<file path="config.mk">
export PLATFORM = sky130hd
export DESIGN_NAME = sync_updown_counter
export DESIGN_NICKNAME = d
export VERILOG_FILES = /design/src/rtl/sync_updown_counter.sv
export SDC_FILE = /design/constraint.sdc
export NUM_CORES = 1
export LEC_CHECK = 0
export CAP_MARGIN = 20
export CORE_AREA = 5 5 42 44
export CTS_BUF_LIST = sky130_fd_sc_hd__clkbuf_4
export DETAILED_ROUTE_END_ITERATION = 16
export DIE_AREA = 0 0 47 49
export MAX_ROUTING_LAYER = met4
export PLACE_DENSITY = 0.69
export SYNTH_ARGS = -nofsm -noshare
export SYNTH_HDL_FRONTEND = slang
export SYNTH_SLANG_ARGS = --single-unit
</file>
<file path="constraint.sdc">
create_clock -name clk -period 2.92 [get_ports clk]
set_input_delay 0.73 -clock clk [delete_from_list [all_inputs] [get_ports clk]]
set_output_delay 0.73 -clock clk [all_outputs]
set_load 0.005 [all_outputs]
</file>
<file path="src/rtl/sync_updown_counter.sv">
// sync_updown_counter: parametrised synchronous up/down counter with a
// clock-enable prescaler, synchronous clear/load, wrap or saturate modes,
// a combinational terminal-count flag and registered step/overflow pulses.
module sync_updown_counter #(
  parameter int WIDTH    = 4,
  parameter int MAX_VAL  = (2**WIDTH) - 1,
  parameter bit SATURATE = 1'b0,
  parameter int PRESCALE = 1
) (
  input  logic             clk,
  input  logic             rst_n,
  input  logic             en,
  input  logic             up_dn,
  input  logic             clr,
  input  logic             load,
  input  logic [WIDTH-1:0] load_val,
  output logic [WIDTH-1:0] q,
  output logic             tc,
  output logic             ovf,
  output logic             step
);

  // Prescaler is at least one bit wide even when PRESCALE is 1.
  localparam int PW = (PRESCALE > 1) ? $clog2(PRESCALE) : 1;

  localparam logic [WIDTH-1:0] MAX_Q   = WIDTH'(MAX_VAL);
  localparam logic [WIDTH-1:0] ZERO_Q  = WIDTH'(0);
  localparam logic [WIDTH-1:0] ONE_Q   = WIDTH'(1);
  localparam logic [PW-1:0]    PS_LAST = PW'(PRESCALE - 1);
  localparam logic [PW-1:0]    PS_ZERO = PW'(0);
  localparam logic [PW-1:0]    PS_ONE  = PW'(1);

  logic [WIDTH-1:0] q_r;
  logic [PW-1:0]    ps_r;
  logic             ovf_r;
  logic             step_r;

  logic [WIDTH-1:0] q_nxt_s;
  logic [PW-1:0]    ps_nxt_s;
  logic             ovf_nxt_s;
  logic             step_nxt_s;
  logic             step_now_s;

  // Loaded values above the modulus are pinned to MAX_VAL so q never leaves range.
  function automatic logic [WIDTH-1:0] clamp_load(input logic [WIDTH-1:0] v);
    if (v > MAX_Q) begin
      return MAX_Q;
    end else begin
      return v;
    end
  endfunction

  assign step_now_s = en && (ps_r == PS_LAST);

  // Next-state: clr > load > count step > prescale advance > hold.
  always_comb begin
    q_nxt_s    = q_r;
    ps_nxt_s   = ps_r;
    ovf_nxt_s  = 1'b0;
    step_nxt_s = 1'b0;
    if (clr) begin
      q_nxt_s  = ZERO_Q;
      ps_nxt_s = PS_ZERO;
    end else if (load) begin
      q_nxt_s  = clamp_load(load_val);
      ps_nxt_s = PS_ZERO;
    end else if (step_now_s) begin
      ps_nxt_s   = PS_ZERO;
      step_nxt_s = 1'b1;
      if (up_dn) begin
        if (q_r == MAX_Q) begin
          ovf_nxt_s = 1'b1;
          q_nxt_s   = SATURATE ? q_r : ZERO_Q;
        end else begin
          q_nxt_s = q_r + ONE_Q;
        end
      end else begin
        if (q_r == ZERO_Q) begin
          ovf_nxt_s = 1'b1;
          q_nxt_s   = SATURATE ? q_r : MAX_Q;
        end else begin
          q_nxt_s = q_r - ONE_Q;
        end
      end
    end else if (en) begin
      ps_nxt_s = ps_r + PS_ONE;
    end else begin
      ps_nxt_s = ps_r;
    end
  end

  // State and output pulse registers; async reset discards any partial prescale.
  always_ff @(posedge clk or negedge rst_n) begin
    if (!rst_n) begin
      q_r    <= ZERO_Q;
      ps_r   <= PS_ZERO;
      ovf_r  <= 1'b0;
      step_r <= 1'b0;
    end else begin
      q_r    <= q_nxt_s;
      ps_r   <= ps_nxt_s;
      ovf_r  <= ovf_nxt_s;
      step_r <= step_nxt_s;
    end
  end

  assign q    = q_r;
  assign ovf  = ovf_r;
  assign step = step_r;
  assign tc   = up_dn ? (q_r == MAX_Q) : (q_r == ZERO_Q);

endmodule
</file>
==> results of run 1 <==
routing by layer:
| layer | share of wire | vias to the layer above | wire length [um] |
|---|---|---|---|
| li1 | - | 224 | - |
| met1 | 0.37 | 218 | 415 |
| met2 | 0.53 | 20 | 595 |
| met3 | 0.093 | 0 | 104 |
| met4 | 0 | 0 | 0 |
| met5 | 0 | - | 0 |
worst max-delay path: cells and delay by family:
kind / cells / cell delay (ns)
buffers and inverters: 2 / 1.02
AO/OA/AOI/OAI: 1 / 0.30
final cells by class:
| class | count | area, um^2 | share of cell area |
|---|---|---|---|
| inverter | 6 | 22.5 | 0.0328 |
| clock buffer | 4 | 30.0 | 0.0438 |
| timing repair buffer | 17 | 168 | 0.245 |
| tap | 16 | 20.0 | 0.0292 |
| multi-input combinational | 38 | 270 | 0.394 |
| sequential | 7 | 175 | 0.255 |
cells by family after synthesis:
kind of cell             count (synthesis)  share of synthesized area
flip-flops                               7                      0.373
adder cells (fa/ha/maj)                  3                     0.0800
XOR/XNOR                                 2                     0.0373
AND/OR/NAND/NOR                         18                      0.192
buffers and inverters                    8                     0.0666
AO/OA/AOI/OAI                           14                      0.229
multiplexers                             1                     0.0213
cell usage after synthesis, drive strengths merged:
cell type,count,share of area
a2111oi,1,0.032
a211oi,1,0.016
a21oi,3,0.032
a221oi,1,0.019
a31oi,2,0.027
and2,1,0.013
and3,1,0.013
buf,1,0.011
clkbuf,1,0.0080
dfrtp,7,0.37
ha,3,0.080
inv,6,0.048
mux2i,1,0.021
nand2,5,0.040
nand2b,2,0.027
nor2,5,0.040
nor3,2,0.021
nor4b,2,0.037
o21ai,2,0.021
o21bai,1,0.024
o221ai,1,0.019
o311a,1,0.021
o32ai,1,0.019
xnor2,1,0.019
xor2,1,0.019
flip-flops by register name, summed over array words and instances (netlist names):
signal,count
step,1
ovf,1
q,4
ps_r,1
how the worst max path moves through the flow:
| stage | startpoint | endpoint | cells past startpoint |
|---|---|---|---|
| floorplan | up_dn | tc | 2 |
| global placement | up_dn | tc | 3 |
| detailed placement | up_dn | tc | 3 |
| CTS | up_dn | tc | 3 |
| global route | up_dn | tc | 3 |
| finish | up_dn | tc | 3 |
per-stage QoR:
| step | total power, mW | hold slack, ns | instance area (um^2) |
|---|---|---|---|
| after floorplan | 0.147 | 0.434 | 469 |
| after global placement | 0.184 | 0.528 | 648 |
| after detailed placement | 0.185 | 0.531 | 648 |
| after CTS | 0.283 | 0.539 | 678 |
| after global routing | 0.303 | 0.574 | 686 |
| final | 0.280 | 0.534 | 686 |
power by group:
group	leakage [nW]	internal (mW)	switching, mW
sequential	0.0932	0.102	0.00997
clock	0.0184	0.0613	0.0334
combinational	0.181	0.0416	0.0310
timing repair:
action                     CTS  global route
resized for setup            0             1
setup endpoints to repair    0             1
hold endpoints to repair     0             0
hold buffers                 0             0
==> out/qor.txt, run 1 <==
CTS Buf Count - 3
Final HPWL DP - 866 um
Setup crit end kind - output pin
Max FO, Critical Path - 4
Cell variety after synth - 25
Critical Setup Path Class - input port to output pin
Commonest non-fill, non-tap cell in the layout - clkdlybuf4s50_1
Commonest non-fill, non-tap cells in the layout - 16 x clkdlybuf4s50_1, 7 x dfrtp_1, 6 x inv_1, 5 x nand2_1, 5 x nor2_1
Worst path required time - 2.19 ns
RSZ-0062 raised after global routing - false
Met2 Use GR - 0.172
Fillcell total - 144
Vias - 462
Largest net degree at the start of global routing - 9
RR Endpoint - q[3]
N_diodes - 0
Routed WL per cell - 12.7 um
Startpoint class of the critical path - input port
Ys Warns - 0
Syn avg cell area - 8.85 um^2
Slew HR - 0.771
CTS tree - done
Clk slew on worst S/H paths - 0.05 ns
Final antenna-violating net count - 0
Iteration-0 DRC Markers - 16
Slew Viols, Final - 0
#FFs+latches synth - 7
Sequential area share after synthesis - 0.373
Rows - 14
Final hold viol count - 0
H-tree Lvls - 1
Pwr Density - 408 nW/um^2
Cell repeated most along the worst path - clkdlybuf4s50_1
Worst hold stages - 1
First-pass GRT wire length - 1.92 mm
Core area - 1400 um^2
Worst clock skew - 0.00211 ns
TNS Setup - 0 ns
FF-to-FF path depth - 6
Leak - 0.292 nW
Mapped Cells - 53
Worst setup margin - 0.140 ns
Final cell count without fillers - 88
Die X - 47 um
Worst-path cell chain - clkdlybuf4s50_1 > o32ai_2 > clkdlybuf4s50_1
DRT Wirelength - 1.12 mm
Io pins - 17
Final setup fails - 0
Met3 Usage GRT - 0.0664
Drc violations - 0
Final Cycle Share - 0.952
Dpl ws - 0.0890 ns
Status - complete, no violations
Reg-to-reg slack, setup - 1.25 ns
Nets - 86
Inst Count DP - 84
M1 GR Usage - 0.143
Worst-Skew Late Latency - 0.25 ns
Die Ht - 49 um
Antenna violations before repair - 0
Fin util - 0.489
Arrival @ worst endpoint - 2.05 ns
F_max - 360 MHz
Min-Delay Endpoint - ps_r
Synth Net Count - 66
Clock Tree Root - clkbuf_4
Critical path's slowest cell - clkdlybuf4s50_1
Die footprint - 2300 um^2
Peak supply drop - 0.253 mV
# clock sinks - 7
Hold path start - ps_r
Max-cap violations - 0
Synth Cell Area - 469 um^2
GR peak layer - met2
Clk buf depth - 2
Gr ovfl total - 0
Routability congestion estimate - 0.758
Hold crit path type - register to register
Buffers on Ports - 16
Worst R2R Start - q[0]
Area Overhead vs Synth - 46.1%
Crit path largest cell delay - 0.54 ns
Share of layout cells above drive strength 1 - 0.111
Total track usage - 0.117
Worst-Margin Slew - 0.344 ns
Vias per inst - 5.25
Initial Util - 0.335
Setup bufs post-CTS - 0
DR pass1 iterations - 4
Vias in the first global route - 430
Final min period - 2.78 ns
No activity file was read; power rests on OpenSTA's default activity.
==> inputs of run 2 (changes only) <==
--- a/config.mk
+++ b/config.mk
@@ -5,7 +5,6 @@
 export SDC_FILE = /design/constraint.sdc
 export NUM_CORES = 1
 export LEC_CHECK = 0
-export CAP_MARGIN = 20
 export CORE_AREA = 5 5 42 44
 export CTS_BUF_LIST = sky130_fd_sc_hd__clkbuf_4
 export DETAILED_ROUTE_END_ITERATION = 16
==> results of run 2 <==
Final layout, timing and power as in run 1 (identical DEF).
